===== config.mk =====
export PLATFORM = sky130hd
export DESIGN_NAME = conv_job_ctrl
export DESIGN_NICKNAME = d
export VERILOG_FILES = /design/src/rtl/conv_job_ctrl_pkg.sv /design/src/rtl/conv_job_cnt.sv /design/src/rtl/conv_job_ctrl.sv
export SDC_FILE = /design/constraint.sdc
export NUM_CORES = 1
export LEC_CHECK = 0
export CORE_ASPECT_RATIO = 1.2
export CORE_MARGIN = 1
export CORE_UTILIZATION = 30
export CTS_CLUSTER_DIAMETER = 200
export CTS_CLUSTER_SIZE = 24
export DETAILED_ROUTE_END_ITERATION = 10
export MAX_ROUTING_LAYER = met4
export SKIP_CTS_REPAIR_TIMING = 1
export SYNTH_ARGS = -nofsm -noshare
export SYNTH_HDL_FRONTEND = slang
export SYNTH_SLANG_ARGS = --single-unit

===== constraint.sdc =====
create_clock -name i_clock -period 9.3 [get_ports i_clock]
set_clock_uncertainty 0.05 [all_clocks]
set_input_delay 1.86 -clock i_clock [delete_from_list [all_inputs] [get_ports i_clock]]
set_output_delay 1.86 -clock i_clock [all_outputs]
set_load 0.01 [all_outputs]

===== src/rtl/conv_job_ctrl_pkg.sv =====
// Shared types and widths for the conv_mdc job controller.
package conv_job_ctrl_pkg;

   localparam int DIM_W_DEF = 16;
   localparam int CNT_W     = 2 * DIM_W_DEF;
   localparam int STREAM_W  = 32;

   typedef enum logic [2:0] {
      ST_IDLE    = 3'd0,
      ST_FEED    = 3'd1,
      ST_DRAIN   = 3'd2,
      ST_RECOVER = 3'd3,
      ST_DONE    = 3'd4
   } state_t;

endpackage


===== src/rtl/conv_job_cnt.sv =====
// Loadable up-counter with terminal compare on the current and the next value.
module conv_job_cnt
   import conv_job_ctrl_pkg::*;
#(
   parameter int W = CNT_W
) (
   input  logic         i_clock,
   input  logic         i_reset,
   input  logic         i_load,
   input  logic [W-1:0] i_load_val,
   input  logic         i_inc,
   input  logic [W-1:0] i_term,
   output logic         o_tc,
   output logic         o_tc_inc
);

   logic [W-1:0] r_cnt;
   logic [W-1:0] w_cnt_inc;

   assign w_cnt_inc = r_cnt + W'(1);

   always_ff @(posedge i_clock) begin
      if (i_reset)
         r_cnt <= '0;
      else if (i_load)
         r_cnt <= i_load_val;
      else if (i_inc)
         r_cnt <= w_cnt_inc;
   end

   // o_tc_inc lets the caller act on the cycle that makes the count terminal
   assign o_tc     = (r_cnt == i_term);
   assign o_tc_inc = (w_cnt_inc == i_term);

endmodule


===== src/rtl/conv_job_ctrl.sv =====
// Frame job controller in front of multi_dataflow: meters width*height words in and out.
// Optional cycle counter output o_perf_cycles when CONV_JOB_CTRL_PERF_EN is defined.
//
// state   | meaning
// IDLE    | waiting for a job, job_ready high
// FEED    | passing input words to the datapath, forwarding outputs
// DRAIN   | all inputs sent, waiting for remaining outputs (idle timeout armed)
// RECOVER | datapath held in reset after abort or timeout
// DONE    | one-cycle done pulse, err qualifies it
module conv_job_ctrl
   import conv_job_ctrl_pkg::*;
#(
   parameter int DIM_W      = DIM_W_DEF,
   parameter int TIMEOUT    = 4096,
   parameter int DF_RST_CYC = 4
) (
   input  logic                i_clock,
   input  logic                i_reset,
   input  logic                i_job_valid,
   output logic                o_job_ready,
   input  logic [DIM_W-1:0]    i_job_width,
   input  logic [DIM_W-1:0]    i_job_height,
   input  logic                i_abort,
   input  logic [STREAM_W-1:0] i_src_data,
   input  logic                i_src_valid,
   output logic                o_src_ready,
   output logic [STREAM_W-1:0] o_df_in_data,
   output logic                o_df_in_wr,
   input  logic                i_df_in_full,
   input  logic [STREAM_W-1:0] i_df_out_data,
   input  logic                i_df_out_wr,
   output logic                o_df_out_full,
   output logic [STREAM_W-1:0] o_dst_data,
   output logic                o_dst_valid,
   input  logic                i_dst_ready,
   output logic [31:0]         o_width,
   output logic [31:0]         o_height,
   output logic                o_df_reset,
   output logic                o_busy,
   output logic                o_done,
   output logic                o_err
`ifdef CONV_JOB_CTRL_PERF_EN
  ,output logic [31:0]         o_perf_cycles
`endif
);

   localparam int CW = 2 * DIM_W;

   state_t        r_state;
   state_t        w_state_nxt;
   logic [CW-1:0] r_total;
   logic [CW-1:0] w_job_total;
   logic [CW-1:0] w_tmr_term;
   logic [31:0]   r_width;
   logic [31:0]   r_height;
   logic          r_live;
   logic          r_err;
   logic          r_df_reset;
   logic          w_accept;
   logic          w_xfer_state;
   logic          w_in_xfer;
   logic          w_out_xfer;
   logic          w_out_drop;
   logic          w_out_complete;
   logic          w_in_tc;
   logic          w_in_tc_inc;
   logic          w_out_tc;
   logic          w_out_tc_inc;
   logic          w_tmr_tc;
   logic          w_tmr_tc_inc;
   logic          w_tmr_load;
   logic          w_tmr_inc;
   logic          w_abort;

   assign w_job_total    = CW'(i_job_width) * CW'(i_job_height);
   assign w_accept       = i_job_valid && o_job_ready;
   assign w_abort        = i_abort && (r_state != ST_IDLE);
   assign w_xfer_state   = (r_state == ST_FEED) || (r_state == ST_DRAIN);
   assign w_in_xfer      = o_df_in_wr;
   // once the frame is complete any further datapath word is swallowed
   assign w_out_drop     = w_xfer_state && w_out_tc && i_df_out_wr;
   assign w_out_xfer     = w_xfer_state && !w_out_tc && i_df_out_wr && i_dst_ready;
   assign w_out_complete = w_out_tc || (w_out_xfer && w_out_tc_inc);

   // the timer doubles as the DRAIN idle watchdog and the RECOVER hold counter
   assign w_tmr_term = (r_state == ST_RECOVER) ? CW'(DF_RST_CYC) : CW'(TIMEOUT);
   assign w_tmr_load = (w_state_nxt != r_state) || w_abort ||
                       ((r_state == ST_DRAIN) && i_df_out_wr);
   assign w_tmr_inc  = (r_state == ST_DRAIN) || (r_state == ST_RECOVER);

   conv_job_cnt #(.W(CW)) u_in_cnt (
      .i_clock    (i_clock),
      .i_reset    (i_reset),
      .i_load     (w_accept),
      .i_load_val ('0),
      .i_inc      (w_in_xfer),
      .i_term     (r_total),
      .o_tc       (w_in_tc),
      .o_tc_inc   (w_in_tc_inc)
   );

   conv_job_cnt #(.W(CW)) u_out_cnt (
      .i_clock    (i_clock),
      .i_reset    (i_reset),
      .i_load     (w_accept),
      .i_load_val ('0),
      .i_inc      (w_out_xfer),
      .i_term     (r_total),
      .o_tc       (w_out_tc),
      .o_tc_inc   (w_out_tc_inc)
   );

   conv_job_cnt #(.W(CW)) u_tmr_cnt (
      .i_clock    (i_clock),
      .i_reset    (i_reset),
      .i_load     (w_tmr_load),
      .i_load_val ('0),
      .i_inc      (w_tmr_inc),
      .i_term     (w_tmr_term),
      .o_tc       (w_tmr_tc),
      .o_tc_inc   (w_tmr_tc_inc)
   );

   always_ff @(posedge i_clock) begin
      if (i_reset)
         r_state <= ST_IDLE;
      else
         r_state <= w_state_nxt;
   end

   always_comb begin
      w_state_nxt = r_state;
      case (r_state)
         ST_IDLE:
            if (w_accept)
               w_state_nxt = (w_job_total == '0) ? ST_DONE : ST_FEED;
         ST_FEED:
            if (w_in_xfer && w_in_tc_inc)
               w_state_nxt = w_out_complete ? ST_DONE : ST_DRAIN;
         ST_DRAIN:
            if (w_out_xfer && w_out_tc_inc)
               w_state_nxt = ST_DONE;
            else if (!i_df_out_wr && (w_tmr_tc_inc || w_tmr_tc))
               w_state_nxt = ST_RECOVER;
         ST_RECOVER:
            if (w_tmr_tc_inc || w_tmr_tc)
               w_state_nxt = ST_DONE;
         ST_DONE:
            w_state_nxt = ST_IDLE;
         default:
            w_state_nxt = ST_IDLE;
      endcase
      if (w_abort)
         w_state_nxt = ST_RECOVER;
   end

   always_comb begin
      o_src_ready   = 1'b0;
      o_df_out_full = 1'b1;
      o_dst_valid   = 1'b0;
      if (r_state == ST_FEED)
         o_src_ready = !i_df_in_full && !w_in_tc;
      if (w_xfer_state) begin
         if (w_out_tc) begin
            o_df_out_full = 1'b0;
            o_dst_valid   = 1'b0;
         end else begin
            o_df_out_full = !i_dst_ready;
            o_dst_valid   = i_df_out_wr;
         end
      end
      o_df_in_wr = i_src_valid && o_src_ready;
   end

   assign o_df_in_data = i_src_data;
   assign o_dst_data   = i_df_out_data;
   assign o_job_ready  = (r_state == ST_IDLE) && r_live;
   assign o_busy       = (r_state != ST_IDLE);
   assign o_done       = (r_state == ST_DONE);
   assign o_err        = r_err;
   assign o_df_reset   = r_df_reset;
   assign o_width      = r_width;
   assign o_height     = r_height;

   always_ff @(posedge i_clock) begin
      if (i_reset) begin
         r_live     <= 1'b0;
         r_total    <= '0;
         r_width    <= '0;
         r_height   <= '0;
         r_err      <= 1'b0;
         r_df_reset <= 1'b1;
      end else begin
         r_live     <= 1'b1;
         r_df_reset <= (w_state_nxt == ST_RECOVER);
         if (w_accept) begin
            r_total  <= w_job_total;
            r_width  <= 32'(i_job_width);
            r_height <= 32'(i_job_height);
            r_err    <= (w_job_total == '0);
         end else if ((w_state_nxt == ST_RECOVER) || w_out_drop) begin
            r_err    <= 1'b1;
         end
      end
   end

`ifdef CONV_JOB_CTRL_PERF_EN
   logic [31:0] r_perf;

   always_ff @(posedge i_clock) begin
      if (i_reset)
         r_perf <= '0;
      else if (w_accept)
         r_perf <= '0;
      else if ((r_state != ST_IDLE) && (r_state != ST_DONE) && (r_perf != 32'hFFFF_FFFF))
         r_perf <= r_perf + 32'd1;
   end

   assign o_perf_cycles = r_perf;
`endif

endmodule


==> impl_metrics.csv, run 1 <==
group,metric,value,unit
floorplan,core.rowCount,103,
timing,hold_viol_final,0,
setup_path,cp-end-kind,"flip-flop",
global_route,grt_max_degree,70,
setup_path,critPathRequiredTime,9.63,ns
setup_path,rr_worst_depth,12,
setup_path,cp-start-kind,"input port",
synthesis,syn_inst,2527,
timing,period_share,94.9,%
placed_design,dp_hpwl,42800,um
setup_path,rrSetupSlack,4.76,ns
clock_network,cts_root_buf,"clkbuf_16",
global_route,grt_remaining_overflow,0,
cells_and_area,final_cell_area,0.0220,mm2
power_and_ir_drop,powerDensity,334,mW/mm2
clock_network,clk_latency,0.50,ns
synthesis,yosys_warnings,0,
timing,final-max-slew-violation-count,0,
setup_path,crit_arrival,9.16,ns
cells_and_area,utilization,33.3,%
cells_and_area,n_fill_cell,6905,
global_route,grt_pass1_vias,16600,
synthesis,synth_area,0.0202,mm2
floorplan,dieArea,0.0683,mm2
flow_run,cap_violations,0,
synthesis,synth-seq-area-share,16.5,%
timing,setup_tns,0,ns
timing,rsz0062_at_grt,"no",
drt,wirelength,54200,um
cells_and_area,num_antenna_cells,0,
floorplan,initial_core_util,30.5,%
timing,max_freq,113,MHz
setup_path,reg2reg_to,"u_tmr_cnt.r_cnt[0]",
timing,setup_viol,0,
setup_path,crit_fanout,32,
hold_path,hp-start,"o_width[1]",
setup_path,crit_type,"input port to flip-flop",
hold_path,whs_endpoint,"o_width[1]",
hold_path,min_path_cells,2,
placed_design,place_area,0.0214,mm2
cells_and_area,area_growth,9.23,%
placed_design,placed_cells,3337,
synthesis,yosysUniqueCellTypes,90,
clock_network,cts_tree,"built",
synthesis,async_reset_ff_share,0,%
floorplan,die_w,239,um
run_status,status,"finished clean",
power_and_ir_drop,peakVddDrop,0.436,mV
drt,drc,0,
placed_design,gp_congestion,0.941,
clock_network,ctsHtreeMaxLevel,4,
synthesis,ys_ff_latch,166,
drt,drt_iter0_drc,1010,
clock_network,path_clk_slew,0.07,ns
global_route,antenna_found_initial,0,
synthesis,synth_edf_count,0,
global_route,grt_usage,16.8,%
synthesis,ys.flop_type,"dfxtp_1",
clock_network,cts_max_path_buffers,2,
drt,vias_per_cell,4.91,
timing,tightest_slew,1.20,ns
drt,antenna_left,0,
drt,firstDrtPassIters,8,
cells_and_area,drive_gt1_share,6.62,%
placed_design,io_buffers,80,
floorplan,io_pins,241,
synthesis,avgSynthCellArea,7.98,um2
power_and_ir_drop,p_leak,9.18,nW
timing,max_slew_margin,19.1,%
floorplan,coreArea,0.0661,mm2
timing,finalCriticalPeriod,8.83,ns
drt,wire_per_inst,16.1,um
setup_path,r2r-start,"u_out_cnt.r_cnt[2]",
floorplan,die_h,286,um
clock_network,cts_sinks,166,
cells_and_area,nets,2870,
global_route,grt_pass1_wl,89200,um
hold_path,hp-class,"flip-flop to flip-flop",
clock_network,cts_inserted_buffers,17,
cells_and_area,final_cells,3369,
drt,route.vias.total,16500,
[routing by layer]
layer | wire length [um] | share of wire, % | GRT usage (%)
met1 | 23700 | 44 | 20.0
met2 | 26500 | 49 | 28.1
met3 | 2740 | 5.1 | 3.54
met4 | 1240 | 2.3 | 5.00
met5 | 0 | 0 | -
[kinds of logic after synthesis]
family / Yosys count / synth area share, %
AOI/OAI and AO/OA: 273 / 9.20
and+or+nand+nor: 1046 / 26.6
adders and majority gates: 302 / 26.0
buffers and inverters: 509 / 11.6
DFF: 166 / 16.5
other: 1 / 0.0186
xor gates and xnor gates: 214 / 9.29
muxes: 16 / 0.813
[registers in the layout (all words and copies together), names as in the netlist, 3 cells and up]
signal           cells
u_in_cnt.r_cnt      32
o_width             16
r_total             32
u_tmr_cnt.r_cnt     32
o_height            16
r_state              3
u_out_cnt.r_cnt     32
[worst max-delay path: stages]
cell and delay, ns:
clkdlybuf4s50_1 0.76, buf_4 0.28, nand2_1 0.10, fa_1 0.54
inv_1 0.05, fa_1 0.48, fa_1 0.47, fa_1 0.53
inv_1 0.05, fa_1 0.47, inv_1 0.04, ha_1 0.26
ha_1 0.39, a21oi_1 0.24, o21a_1 0.20, nor2_1 0.05
a2111oi_0 0.47, o21ai_1 0.26, and3_1 0.23, o2111a_1 0.24
a21oi_1 0.40, nor4_1 0.15, o311ai_4 0.28, buf_12 0.27
nor2_2 0.06
[metrics by stage]
step	setup slack, ns	hold slack, ns	power, W
CTS	0.530	0.410	0.00741
global route	0.242	0.426	0.00815
detailed placement	0.0112	0.399	0.00662
global placement	0.0183	0.394	0.00658
finish	0.472	0.405	0.00737
floorplan	0.771	0.417	0.00495
[cells in the final DEF, fill, tap and decap left out, types with 9 or more instances in the layout]
| master | n |
|---|---|
| nand2_1 | 353 |
| inv_1 | 252 |
| fa_1 | 194 |
| nor2_1 | 170 |
| dfxtp_1 | 166 |
| and2_1 | 138 |
| xnor2_1 | 109 |
| ha_1 | 108 |
| xor2_1 | 105 |
| a21oi_1 | 105 |
| clkdlybuf4s50_1 | 79 |
| nand4_1 | 67 |
| nand3_1 | 59 |
| buf_4 | 51 |
| nor3_1 | 43 |
| and3_1 | 34 |
| o21ai_0 | 34 |
| conb_1 | 32 |
| nor4_1 | 30 |
| nor2_2 | 30 |
| and4_1 | 21 |
| a211oi_1 | 17 |
| clkbuf_16 | 17 |
| mux2i_1 | 13 |
| nand2b_1 | 13 |
| or3_1 | 13 |
| buf_12 | 13 |
| a31oi_1 | 12 |
| a21o_1 | 12 |
| nor4b_1 | 11 |
| o21a_1 | 10 |
| nor2b_1 | 9 |
| a311oi_1 | 9 |
[synthesized netlist by cell type (12+ instances only)]
master | number | share of area [%]
mux2i_1 | 13 | 0.65
nand2_1 | 355 | 6.6
and4_1 | 21 | 0.91
inv_1 | 252 | 4.7
nor2_2 | 30 | 0.93
buf_4 | 98 | 3.6
a21oi_1 | 105 | 2.6
a211oi_1 | 17 | 0.63
nor4_1 | 30 | 0.93
a31oi_1 | 12 | 0.37
a21o_1 | 12 | 0.45
nand4_1 | 67 | 2.1
fa_1 | 194 | 19
nand3_1 | 59 | 1.5
nor2_1 | 170 | 3.2
and2_1 | 138 | 4.3
nand2b_1 | 13 | 0.40
buf_2 | 18 | 0.45
and3_1 | 35 | 1.1
o21ai_0 | 34 | 0.84
nor3_1 | 43 | 1.1
xor2_1 | 105 | 4.6
xnor2_1 | 109 | 4.7
ha_1 | 108 | 6.7
or3_1 | 13 | 0.40
clkbuf_1 | 131 | 2.4
dfxtp_1 | 166 | 16
[power by group]
group	total, W	leakage [nW]	internal (W)	switching, W
Combinational	0.00579	7.55	0.00240	0.00339
Sequential	0.000831	1.34	0.000756	0.0000749
Clock	0.000742	0.282	0.000384	0.000358
Total	0.00737	9.18	0.00354	0.00382
[layout make-up]
class | count | area (um2) | share of cell area, %
clock inverter | 13 | 135 | 0.613
multi-input combinational | 1883 | 14600 | 66.4
timing repair buffer | 144 | 1440 | 6.53
tap | 892 | 1120 | 5.07
inverter | 252 | 946 | 4.29
sequential | 166 | 3320 | 15.1
clock buffer | 19 | 443 | 2.01
[how the worst max path moves through the flow]
stage / startpoint / endpoint / slack [ns] / cells past startpoint
2_1_floorplan: i_job_height[9] / u_tmr_cnt.r_cnt[1] / 0.77 / 28
3_3_place_gp: i_job_width[13] / u_tmr_cnt.r_cnt[31] / 0.02 / 25
3_5_place_dp: i_job_width[13] / u_tmr_cnt.r_cnt[31] / 0.01 / 25
4_1_cts: i_job_width[13] / u_tmr_cnt.r_cnt[0] / 0.53 / 25
5_1_grt: i_job_width[13] / u_tmr_cnt.r_cnt[31] / 0.24 / 25
6_report: i_job_width[13] / u_tmr_cnt.r_cnt[8] / 0.47 / 25
(Power assumes the default switching activity.)
==> run 2: changes to the inputs <==
--- a/config.mk
+++ b/config.mk
@@ -11,8 +11,10 @@
 export CTS_CLUSTER_DIAMETER = 200
 export CTS_CLUSTER_SIZE = 24
 export DETAILED_ROUTE_END_ITERATION = 10
+export HOLD_SLACK_MARGIN = 0.15
 export MAX_ROUTING_LAYER = met4
 export SKIP_CTS_REPAIR_TIMING = 1
+export SLEW_MARGIN = 20
 export SYNTH_ARGS = -nofsm -noshare
 export SYNTH_HDL_FRONTEND = slang
 export SYNTH_SLANG_ARGS = --single-unit
==> run 2 against run 1 <==
Global-route usage stayed put. Sequential cell count stayed put. Utilization hardly changed. Design area hardly changed. Non-clock buffer count stayed put. Via count is 0.12% higher. Cell count stayed put. Register-to-register slack better by 0.33 ns.
==> impl_metrics.csv, run 2 (synthesis gave the netlist of run 1 again) <==
group,metric,value,unit
run_status,status,"finished clean",
placed_design,gp_congestion,0.941,
global_route,grt_pass1_vias,16600,
timing,final-max-slew-violation-count,0,
clock_network,cts_tree,"built",
setup_path,critPathRequiredTime,9.63,ns
drt,vias_per_cell,4.92,
clock_network,path_clk_slew,0.07,ns
setup_path,crit_arrival,9.15,ns
flow_run,cap_violations,0,
clock_network,ctsHtreeMaxLevel,4,
floorplan,die_w,239,um
cells_and_area,final_cell_area,0.0220,mm2
power_and_ir_drop,internal_power,0.00354,W
clock_network,cts_root_buf,"clkbuf_16",
cells_and_area,nets,2870,
clock_network,cts_max_path_buffers,2,
timing,hold_viol_final,0,
global_route,grt_pass1_wl,89200,um
timing,max_freq,113,MHz
drt,wirelength,54200,um
cells_and_area,num_antenna_cells,0,
timing,tightest_slew,0.859,ns
floorplan,initial_core_util,30.5,%
floorplan,core.rowCount,103,
power_and_ir_drop,swShare,51.9,%
cells_and_area,area_growth,9.26,%
timing,period_share,94.8,%
clock_network,clk_latency,0.49,ns
drt,wire_per_inst,16.1,um
power_and_ir_drop,power_frac_comb,78.6,%
floorplan,coreArea,0.0661,mm2
global_route,antenna_found_initial,0,
global_route,grt_max_degree,70,
cells_and_area,final_cell_mix,"nand2_1 (353), inv_1 (252), fa_1 (194)",
power_and_ir_drop,p_sw,0.00382,W
power_and_ir_drop,pwr-share-clk,10.1,%
power_and_ir_drop,p_leak,9.18,nW
power_and_ir_drop,peakVddDrop,0.435,mV
power_and_ir_drop,sequentialPowerShare,11.3,%
timing,setup_tns,0,ns
cells_and_area,drive_gt1_share,6.66,%
timing,setup_viol,0,
setup_path,cp-start-kind,"input port",
drt,drc,0,
global_route,grt_remaining_overflow,0,
setup_path,crit_type,"input port to flip-flop",
placed_design,place_area,0.0214,mm2
placed_design,io_buffers,80,
setup_path,cp-end-kind,"flip-flop",
hold_path,hp-class,"flip-flop to flip-flop",
floorplan,io_pins,241,
floorplan,die_h,286,um
drt,route.vias.total,16600,
clock_network,cts_sinks,166,
cells_and_area,final_common_cell,"nand2_1",
clock_network,cts_inserted_buffers,17,
floorplan,dieArea,0.0683,mm2
power_and_ir_drop,powerDensity,334,mW/mm2
timing,rsz0062_at_grt,"no",
setup_path,crit_fanout,32,
drt,firstDrtPassIters,5,
drt,drt_iter0_drc,1007,
global_route,grt_usage,16.8,%
drt,antenna_left,0,
timing,max_slew_margin,42.8,%
timing,finalCriticalPeriod,8.82,ns
placed_design,dp_hpwl,42800,um
## run 2: changes by cell type in the layout (fill, tap and decap cells not counted)
| cell | delta |
|---|---|
| nor4_1 | -1 |
| nor4_2 | +1 |
## run 2: worst max-delay path, cell delays in order
cell and delay (ns):
clkdlybuf4s50_1 0.75, buf_4 0.28, nand2_1 0.10, fa_1 0.54, inv_1 0.05, fa_1 0.48, fa_1 0.47, fa_1 0.53
inv_1 0.05, fa_1 0.47, inv_1 0.04, ha_1 0.26, ha_1 0.39, a21oi_1 0.24, o21a_1 0.20, nor2_1 0.05
a2111oi_0 0.48, o21ai_1 0.26, and3_1 0.23, o2111a_1 0.24, a21oi_1 0.40, nor4_1 0.15, o311ai_4 0.28, buf_12 0.27
nor2_2 0.06
## run 2: routing by layer
metal / wire, um / vias up / global-route usage [%]
li1: - / 8007 / -
met4: 1320 / 0 / 5.00
met5: 0 / - / -
met3: 2790 / 92 / 3.54
met1: 23600 / 8003 / 20.0
met2: 26400 / 460 / 28.1
## run 2: final cells by class
type	instances	area, um2
Inverter	252	946
Multi-Input combinational cell	1883	14600
Timing Repair Buffer	144	1440
Tap cell	892	1120
Clock buffer	19	443
Clock inverter	13	135
Fill cell	6903	44100
Sequential cell	166	3320
## run 2: per-stage QoR
stage	power [W]	instances	setup slack, ns	util (%)	hold slack, ns
final	0.00736	3369	0.485	33.3	0.405
after global routing	0.00815	3369	0.242	33.3	0.426
after CTS	0.00741	3369	0.530	33.3	0.410
after detailed placement	0.00662	3337	0.0112	32.4	0.399
after global placement	0.00658	3337	0.0183	32.4	0.394
after floorplan	0.00495	2558	0.771	-	0.417
## run 2: final timing paths
check / startpoint / to / slack [ns] / cells after the start
worst max-delay path: i_job_width[13] / u_tmr_cnt.r_cnt[8] / 0.48 / 25
worst min-delay path: o_width[1] / o_width[1] / 0.40 / 2
worst min register to register: o_width[1] / o_width[1] / 0.40 / 2
worst max register to register: u_out_cnt.r_cnt[2] / u_tmr_cnt.r_cnt[0] / 5.09 / 12
## run 2: power groups by stage
stage | clock network, W | registers [W] | logic (W)
floorplan | 0 | 0.000808 | 0.00414
global route | 0.000791 | 0.000836 | 0.00653
global placement | 0 | 0.000847 | 0.00573
detailed placement | 0 | 0.000847 | 0.00577
finish | 0.000742 | 0.000831 | 0.00579
CTS | 0.000772 | 0.000830 | 0.00580
==> run 3: changes to the inputs <==
==> constraint.sdc (replaced) <==
create_clock -name i_clock -period 9.9 [get_ports i_clock]
set_clock_uncertainty 0.05 [all_clocks]
set_input_delay 1.98 -clock i_clock [delete_from_list [all_inputs] [get_ports i_clock]]
set_output_delay 1.98 -clock i_clock [all_outputs]
set_load 0.01 [all_outputs]
==> run 3 against run 2 <==
Sequential cell count unchanged. Register-to-register slack gained 0.56 ns. Wire length is 1.0% higher. Critical path type unchanged. Design area shrank 0.87%. Total power down 9.4%. Clock-buffer cell count is 2 lower. Largest power group unchanged. Critical path depth unchanged.
==> impl_metrics.csv, run 3 (synthesis gave the netlist of run 1 again) <==
group,metric,value,unit
run_status,status,"finished clean",
cells_and_area,num_antenna_cells,0,
clock_network,cts_max_path_buffers,2,
global_route,antenna_found_initial,0,
power_and_ir_drop,powerDensity,305,mW/mm2
setup_path,crit_fanout,13,
floorplan,dieArea,0.0683,mm2
clock_network,ctsHtreeMaxLevel,4,
global_route,grt_pass1_wl,89100,um
drt,firstDrtPassIters,5,
hold_path,hp-class,"flip-flop to flip-flop",
drt,wire_per_inst,16.3,um
timing,final-max-slew-violation-count,0,
cells_and_area,area_growth,8.30,%
setup_path,worstPathBufferInverterCount,6,
cells_and_area,utilization,33.0,%
cells_and_area,final_cell_mix,"nand2_1 (353), inv_1 (252), fa_1 (194)",
setup_path,crit_family,"adder cells",
floorplan,die_w,239,um
setup_path,crit_type,"input port to flip-flop",
setup_path,cp-start-kind,"input port",
hold_path,hp-start,"o_height[3]",
setup_path,crit_arrival,9.61,ns
placed_design,io_buffers,80,
cells_and_area,final_cell_area,0.0218,mm2
setup_path,cp-end-kind,"flip-flop",
placed_design,gp_congestion,0.923,
global_route,grt_remaining_overflow,0,
power_and_ir_drop,power.total,0.00667,W
timing,period_share,93.6,%
timing,max_freq,108,MHz
cells_and_area,drive_gt1_share,6.32,%
timing,finalCriticalPeriod,9.26,ns
timing,max_slew_margin,43.2,%
clock_network,path_clk_slew,0.08,ns
clock_network,clk_latency,0.50,ns
floorplan,io_pins,241,
floorplan,coreArea,0.0661,mm2
clock_network,cts_sinks,166,
placed_design,dp_hpwl,44000,um
drt,wirelength,54700,um
drt,antenna_left,0,
floorplan,initial_core_util,30.5,%
clock_network,cts_tree,"built",
setup_path,max_stage_delay,0.89,ns
setup_path,slowest_stage,"clkdlybuf4s50_1",
global_route,grt_usage,16.8,%
timing,holdWs,0.406,ns
floorplan,die_h,286,um
timing,hold_viol_final,0,
global_route,grt_max_degree,70,
power_and_ir_drop,p_leak,9.09,nW
drt,drc,0,
timing,setup_viol,0,
timing,rsz0062_at_grt,"no",
setup_path,critPathRequiredTime,10.24,ns
timing,tightest_slew,0.853,ns
cells_and_area,nets,2860,
power_and_ir_drop,peakVddDrop,0.326,mV
clock_network,cts_root_buf,"clkbuf_16",
clock_network,cts_inserted_buffers,17,
floorplan,core.rowCount,103,
cells_and_area,final_common_cell,"nand2_1",
setup_path,r2r-start,"u_out_cnt.r_cnt[3]",
drt,vias_per_cell,4.92,
setup_path,crit_start,"i_job_width[8]",
setup_path,critPathMostFrequentCell,"fa_1",
timing,setup_tns,0,ns
global_route,grt_pass1_vias,16600,
flow_run,cap_violations,0,
drt,route.vias.total,16500,
drt,drt_iter0_drc,1172,
placed_design,place_area,0.0212,mm2
run 3: path summary, 6_finish.rpt:
| path | end | slack [ns] | cells after the start |
|---|---|---|---|
| max | u_tmr_cnt.r_cnt[19] | 0.64 | 25 |
| min | o_height[3] | 0.41 | 2 |
| max reg2reg | u_tmr_cnt.r_cnt[0] | 5.65 | 12 |
| min reg2reg | o_height[3] | 0.41 | 2 |
run 3: metal layers:
layer  global-route usage (%)  wire (um)  up-vias
met1                     20.4      24000     7987
met2                     28.1      26800      438
li1                         -          -     8003
met4                     5.64       1540        0
met3                     2.93       2430      101
met5                        -          0        -
run 3: worst register-to-register path: cells and delay by family (launching register included):
family	cells	cell delay, ns
XOR/XNOR	1	0.19
buffers and inverters	1	0.20
AND/OR/NAND/NOR	5	1.80
flip-flops	1	0.54
AO/OA/AOI/OAI	5	1.40
run 3: cell type report:
type,instances,area [um2]
Tap cell,892,1120
Clock buffer,17,425
Timing Repair Buffer,134,1210
Multi-Input combinational cell,1883,14600
Fill cell,7090,44300
Clock inverter,15,185
Inverter,252,946
Sequential cell,166,3320
run 3: power by group:
part	switching [W]	internal [W]
clock network	0.000345	0.000361
registers	0.0000714	0.000710
logic	0.00320	0.00199
run 3: per-stage QoR:
stage	setup WS, ns	cells
detailed placement	0.178	3327
global route	0.165	3359
floorplan	1.25	2558
finish	0.637	3359
global placement	0.255	3327
CTS	0.715	3359
